==> config.mk <==
export PLATFORM = sky130hd
export DESIGN_NAME = zynet_output_serializer
export DESIGN_NICKNAME = d
export VERILOG_FILES = /design/src/rtl/zynet_pkg.sv /design/src/rtl/zynet_argmax_tracker.sv /design/src/rtl/zynet_output_serializer.sv
export SDC_FILE = /design/constraint.sdc
export NUM_CORES = 1
export LEC_CHECK = 0
export CAP_MARGIN = 20
export CORE_MARGIN = 5
export CORE_UTILIZATION = 25
export CTS_BUF_LIST = sky130_fd_sc_hd__clkbuf_2
export CTS_CLUSTER_SIZE = 14
export DETAILED_ROUTE_END_ITERATION = 10
export PLACE_DENSITY = 0.43
export SKIP_CTS_REPAIR_TIMING = 1
export SYNTH_ARGS = -nofsm -noshare
export SYNTH_HDL_FRONTEND = slang
export SYNTH_SLANG_ARGS = --single-unit
==> constraint.sdc <==
create_clock -name clk_i -period 4.2 [get_ports clk_i]
set_input_delay 1.26 -clock clk_i [delete_from_list [all_inputs] [get_ports clk_i]]
set_output_delay 1.26 -clock clk_i [all_outputs]
set_load 0.1 [all_outputs]
==> src/rtl/zynet_pkg.sv <==
// Shared definitions for the zyNet output path: default vector geometry,
// class-index width derivation and the serializer FSM encoding.
package zynet_pkg;

    localparam int WORD_SIZE_DEF   = 16;
    localparam int OUTPUT_SIZE_DEF = 10;

    typedef enum logic {
        ST_IDLE = 1'b0,
        ST_SEND = 1'b1
    } ser_state_e;

    function automatic int class_width(input int output_size);
        return (output_size > 1) ? $clog2(output_size) : 1;
    endfunction

endpackage

==> src/rtl/zynet_argmax_tracker.sv <==
// Running signed argmax over the words of one vector as they are handshaked out.
// arg_next_o is the argmax including the word being accepted this cycle.
module zynet_argmax_tracker
    import zynet_pkg::*;
#(
    parameter int  WORD_SIZE   = WORD_SIZE_DEF,
    parameter int  OUTPUT_SIZE = OUTPUT_SIZE_DEF,
    localparam int CLASS_W     = class_width(OUTPUT_SIZE)
) (
    input  logic                        clk_i,
    input  logic                        reset_i,
    input  logic                        en_i,
    input  logic                        first_i,
    input  logic signed [WORD_SIZE-1:0] word_i,
    input  logic [CLASS_W-1:0]          index_i,
    output logic [CLASS_W-1:0]          arg_next_o
);

    logic signed [WORD_SIZE-1:0] max_q, max_d;
    logic [CLASS_W-1:0]          arg_q, arg_d;

    // Words arrive in ascending index order, so a strict compare keeps the
    // lowest index among equal maxima.
    // NOTE: every always_comb output is given its default first, so no path leaves it unassigned and no latch is inferred.
    always_comb begin
        max_d = max_q;
        arg_d = arg_q;
        if (en_i && (first_i || (word_i > max_q))) begin
            max_d = word_i;
            arg_d = index_i;
        end
    end

    // NOTE: registers use non-blocking assignments so every flop samples values from before the edge.
    always_ff @(posedge clk_i) begin
        if (reset_i) begin
            max_q <= '0;
            arg_q <= '0;
        end else begin
            max_q <= max_d;
            arg_q <= arg_d;
        end
    end

    assign arg_next_o = arg_d;

endmodule

==> src/rtl/zynet_output_serializer.sv <==
// Takes one result vector from zyNet via valid/yumi, streams it one word per
// ready/valid beat, and strobes the argmax class the cycle after the last beat.
module zynet_output_serializer
    import zynet_pkg::*;
#(
    parameter int  WORD_SIZE   = WORD_SIZE_DEF,
    parameter int  OUTPUT_SIZE = OUTPUT_SIZE_DEF,
    localparam int CLASS_W     = class_width(OUTPUT_SIZE)
) (
    input  logic                             clk_i,
    input  logic                             reset_i,
    input  logic [OUTPUT_SIZE*WORD_SIZE-1:0] vec_i,
    input  logic                             vec_valid_i,
    output logic                             vec_yumi_o,
    output logic [WORD_SIZE-1:0]             data_o,
    output logic                             valid_o,
    output logic                             last_o,
    input  logic                             ready_i,
    output logic [CLASS_W-1:0]               class_o,
    output logic                             class_valid_o
);

    localparam logic [CLASS_W-1:0] LAST_IDX = CLASS_W'(OUTPUT_SIZE - 1);

    ser_state_e                            state_q, state_d;
    logic [CLASS_W-1:0]                    index_q;
    logic [OUTPUT_SIZE-1:0][WORD_SIZE-1:0] buf_q;
    logic [CLASS_W-1:0]                    class_q;
    logic                                  class_valid_q;
    logic [CLASS_W-1:0]                    arg_next;
    logic                                  yumi;
    logic                                  handshake;
    logic                                  is_last;

    assign is_last   = (state_q == ST_SEND) && (index_q == LAST_IDX);
    assign handshake = valid_o && ready_i;

    always_comb begin
        state_d = state_q;
        yumi    = 1'b0;
        valid_o = 1'b0;
        data_o  = '0;
        case (state_q)
            ST_IDLE: begin
                yumi = vec_valid_i && !reset_i;
                if (yumi) state_d = ST_SEND;
            end
            ST_SEND: begin
                valid_o = 1'b1;
                data_o  = buf_q[index_q];
                if (ready_i && is_last) state_d = ST_IDLE;
            end
            default: state_d = ST_IDLE;
        endcase
    end

    // The index is left at the last word on the final beat; yumi reloads it.
    always_ff @(posedge clk_i) begin
        if (reset_i) begin
            state_q       <= ST_IDLE;
            index_q       <= '0;
            // NOTE: the vector buffer is cleared on reset so a discarded vector can never resurface on data_o.
            buf_q         <= '0;
            class_q       <= '0;
            class_valid_q <= 1'b0;
        end else begin
            state_q       <= state_d;
            class_valid_q <= handshake && is_last;
            if (yumi) begin
                buf_q   <= vec_i;
                index_q <= '0;
            end else if (handshake && !is_last) begin
                index_q <= index_q + 1'b1;
            end
            if (handshake && is_last) class_q <= arg_next;
        end
    end

    zynet_argmax_tracker #(
        .WORD_SIZE  (WORD_SIZE),
        .OUTPUT_SIZE(OUTPUT_SIZE)
    ) u_argmax (
        .clk_i     (clk_i),
        .reset_i   (reset_i),
        .en_i      (handshake),
        .first_i   (index_q == '0),
        .word_i    ($signed(data_o)),
        .index_i   (index_q),
        .arg_next_o(arg_next)
    );

    assign vec_yumi_o    = yumi;
    assign last_o        = is_last;
    assign class_o       = class_q;
    assign class_valid_o = class_valid_q;

endmodule

**After elaboration in Yosys (flattened, before gate mapping)**

Index checks and enable logic that the tools add are counted.

- Word-level logic and storage cells: 42
- Flip-flop bits (word level): 190

- Magnitude comparators: 2
- Equal/unequal tests: 1
- $add $sub $neg: 1
- Reductions and logical operators: 12
- Muxes and demuxes: 9
- Bitwise logic cells: 1

Operator list:

| cell | number |
|---|---|
| 16-bit binary-select mux with 4-bit select | 1 |
| 16-bit 2-to-1 mux | 2 |
| 16-bit greater-than comparator | 1 |
| 1-bit logical AND | 7 |
| 4-bit by 5-bit less-than comparator with 1-bit output, second input constant | 1 |
| 4-bit by 1-bit adder with 4-bit output, second input constant | 1 |
| 4-bit equality test, second input constant | 1 |
| 4-bit zero test | 1 |
| 1-bit 2-to-1 mux | 4 |
| 4-bit 2-to-1 mux | 1 |
| 1-bit zero test | 2 |
| 1-bit case mux with 2 select lines | 1 |
| 2-bit OR reduction | 1 |
| 1-bit logical OR | 1 |
| 1-bit inverter | 1 |

**Logic depth before layout (Yosys ltp)**

- Depth after elaboration: 7
- Gate-level depth with buffers: 14
- Depth with buffers taken out: 11

**Hierarchy**

A second synthesis with hierarchy kept.

- Cell total of the unflattened synthesis: 753
- Area, all modules: 8150.3 sq um

Modules (own cells, without submodules):

| module | seq. area each (sq um) | area an instance (sq um) | instances | cells each |
|---|---|---|---|---|
| zynet_output_serializer | 3403.3 | 6760.2 | 1 | 601 |
| zynet_argmax_tracker | 400.4 | 1390.1 | 1 | 152 |

**Worst setup path after synthesis**

No wires, ideal clock.

- Path type: input port to output port
- Start: in reset_i
- End: out vec_yumi_o
- Stages on the path: 4
- Required time: 2.940 ns
- Path buffers: 3
- Data arrival time: 2.894 ns
- Slack: 0.046 ns
- Cell sequence: clkbuf_1 nor3b_1 buf_2 buf_1

- Word-level cells in the longest chain between the ends: 3

Ends and longest elaborated chain:

| item | RTL line | text |
|---|---|---|
| start: declaration | zynet_output_serializer.sv:11 | `input logic reset_i,` |
| 1-bit zero test | zynet_output_serializer.sv:45 | `yumi = vec_valid_i && !reset_i;` |
| 1-bit logical AND | zynet_output_serializer.sv:45 |  |
| 1-bit 2-to-1 mux | zynet_output_serializer.sv:43 | `case (state_q)` |
| end: declaration | zynet_output_serializer.sv:14 | `output logic vec_yumi_o,` |

No other way between the ends.

**Worst setup path after layout**

- Start: reg index_q[0]
- End: out data_o[0]

- Word-level cells in the longest chain between the ends: 3

Ends and longest elaborated chain:

| item | RTL line | text |
|---|---|---|
| start: declaration | zynet_output_serializer.sv:26 | `logic [CLASS_W-1:0] index_q;` |
| start signal: assignment | zynet_output_serializer.sv:73 | `index_q <= index_q + 1'b1;` |
| 16-bit binary-select mux with 4-bit select | zynet_output_serializer.sv:50 | `data_o = buf_q[index_q];` |
| 16-bit 2-to-1 mux (implied by the code) | zynet_output_serializer.sv:50 |  |
| 16-bit 2-to-1 mux | zynet_output_serializer.sv:43 |  |
| end: declaration | zynet_output_serializer.sv:15 | `output logic [WORD_SIZE-1:0] data_o,` |

No other way between the ends. The select of a mux whose other input is x is not followed.

==> results.tsv <==
stage	metric	value	unit
run_status	outcome	finished, final reports clean	
synthesis	synth_edf_count	0	
synthesis	yosys_warnings	0	
timing	final-setup-viol-count	0	
timing	finalSetupTns	0	ns
synthesis	synth_flop_cell	dfxtp_1	
synthesis	synth_top_family_by_area	simple AND/OR/NAND/NOR gates	
placement	globalplace.congestion	0.7538	
finish	stdcell_area	11330	um2
timing	skew	0.04463	ns
min_path	hold_path.class	flip-flop to flip-flop	
placement	dp_hpwl	20640	um
detailed_routing	firstDrtPassIters	4	
critical_path	cpMaxStageDelayCell	mux4_2	
timing	fmax	249.2	MHz
min_path	worstHoldPathCells	2	
timing	post-route-period-util	95.55	%
synthesis	synth-xor-area-share	0.3119	%
synthesis	ys_top_cells_by_count	nand2_1, dfxtp_1, o21ai_0	
detailed_routing	first_iter_violations	463	
critical_path	critical_path.max_stage_delay	0.49	ns
grt	grt_antenna_before_repair	2	
placement	dpl_worst_slack	-0.01772	ns
clock_network	clk_latency	0.77	ns
clock_network	cts_buffers	17	
clock_network	htreeDepth	4	
detailed_routing	num_vias	7198	
critical_path	critPathArrivalTime	2.75	ns
grt	grt_max_degree	224	
critical_path	worstSetupStartpointType	flip-flop	
grt	grt_pass1_wl	43370	um
power_and_ir_drop	p_leak	3.979	nW
timing	layout_setup_ws	0.1867	ns
synthesis	synthAdderAreaFrac	2.822	%
die	die_h	193.6	um
grt	grt_remaining_overflow	0	
flow_run	drv_cap	0	
die	start_util	25.25	%
clock_network	cts_buffer_depth	2	
detailed_routing	routed_wl	28000	um
grt	grt_usage	14.62	%
power_and_ir_drop	vdd_drop_max	0.0001846	V
detailed_routing	drcViolationCount	0	
synthesis	synth.area.mux_share	12.48	%
critical_path	crit_type	flip-flop to output port	
clock_network	cts.sinks	190	
synthesis	synth_compound_area_share	15.57	%
timing	tightest_slew	0.9842	ns
synthesis	synth_cell_types	43	
clock_network	clkSlewWorstSetupHoldPaths	0.29	ns
critical_path	worst_setup_path_end_kind	output port	
critical_path	critPathMaxFanout	10	
synthesis	syn_area_per_cell	8.474	um2
timing	maxSlewViolCount	0	
critical_path	rr_worst_depth	13	
finish	fin_nets	1330	
placement	place_area	10930	um2
timing	finalHoldViolCount	0	
finish	drive_above_1_share	12.07	%
die	fp.coreArea	33360	um2
die	rows	67	
detailed_routing	wl_per_cell	17.39	um
detailed_routing	viasPerCell	4.471	
synthesis	synth.most_common_cell	nand2_1	
die	ios	188	
synthesis	yosys.area.top_type	dfxtp_1	
placement	io_buffers	187	
synthesis	syn-cell-area	8423	um2
power_and_ir_drop	total_power	3.851	mW
synthesis	synth_nets	1177	
synthesis	ys_ff_latch	190	
power_and_ir_drop	powerDensity	339.9	nW/um2
grt	grt_pass1_vias	7477	
die	dieArea	37460	um2
synthesis	ys_async_sr_fraction	0	%
synthesis	synth_top_area_share	45.16	%
synthesis	netlist_instances	994	
synthesis	ys_seq_area_share	45.16	%
critical_path	ff2ff_setup_slack	0.39	ns
timing	slew_headroom	34.18	%
timing	rsz0062_at_grt	yes	
synthesis	synth_area_leaders	dfxtp_1, nand2_1, o21ai_0	
synthesis	synth-simple-area-share	18.95	%
critical_path	crit_chain	buf_4 -> clkbuf_16 -> mux4_2 -> mux2i_1 -> o22ai_2 -> nand2_1 -> inv_1 -> buf_12	
die	dieWidth	193.6	um
timing	fin_crit	4.013	ns
detailed_routing	drtAntennaViolNets	0	
clock_network	cts_tree	done	
clock_network	cts_root_buf	clkbuf_2	
critical_path	required	2.94	ns
finish	area_delta_synth_final	34.51	%
registers in the layout (all words and copies together) (netlist names):
register        flops
class_o             4
state_q             1
buf_q             160
u_argmax.arg_q      4
index_q             4
u_argmax.max_q     16
class_valid_o       1
where the power goes:
group / switching [mW] / internal [mW]
Clock: 0.738 / 0.313
Sequential: 0.0784 / 1.95
Combinational: 0.403 / 0.369
Total: 1.22 / 2.63
through the flow:
step	hold slack, ns	utilization, %	cells
2_1_floorplan	0.4328	-	994
3_3_place_gp	0.4429	32.77	1570
3_5_place_dp	0.4484	32.77	1570
4_1_cts	0.4756	33.60	1602
5_1_grt	0.4853	33.96	1610
6_report	0.4734	33.96	1610
worst paths after layout:
path | to | from
setup / recovery | data_o[0] | index_q[0]$_SDFFE_PP0P_
hold / removal | buf_q[130]$_SDFFE_PP0P_ | buf_q[130]$_SDFFE_PP0P_
setup reg to reg | class_o[0]$_SDFFE_PP0P_ | index_q[0]$_SDFFE_PP0P_
hold reg to reg | buf_q[130]$_SDFFE_PP0P_ | buf_q[130]$_SDFFE_PP0P_
placed cells by master (no fill, tap or decap), drive strengths merged, types with 15 or more instances in the layout:
master,Yosys,routed
a211oi,15,15
and2,17,17
buf,20,44
clkbuf,59,18
clkdlybuf4s50,0,168
dfxtp,190,190
ha,19,19
inv,19,29
mux2i,33,33
mux4,32,32
nand2,330,330
nor3,22,22
o21ai,169,169
o22ai,16,16
layer usage:
metal | share of wire, % | track usage (%) | vias to the layer above
met1 | 49 | 20.35 | 3364
met3 | 3.7 | 3.427 | 16
li1 | - | - | 3688
met2 | 47 | 23.69 | 128
met4 | 0.94 | 2.308 | 2
met5 | 0.039 | 0 | -
kinds of logic after synthesis:
family	Yosys count
and+or+nand+nor	392
AOI/OAI and AO/OA	227
DFF	190
buffers and inverters	98
muxes	65
adders and majority gates	19
xor gates and xnor gates	3
worst max-delay path: cells and delay by family (launching register included):
family	cells	cell delay, ns
flip-flops	1	0.46
AND/OR/NAND/NOR	1	0.12
multiplexers	2	0.71
AO/OA/AOI/OAI	1	0.15
buffers and inverters	4	0.58
cell type report:
| type | instances | area [um2] |
|---|---|---|
| clock buffers | 17 | 85.08 |
| flip-flops and latches | 190 | 3809 |
| well taps | 448 | 560.5 |
| multi-input cells | 706 | 4277 |
| repair buffers | 213 | 2328 |
| fillers | 3571 | 22030 |
| diodes | 2 | 5.005 |
| inverters | 19 | 73.82 |
| clock inverters | 15 | 191.4 |
No activity file was read; power rests on OpenSTA's default activity.
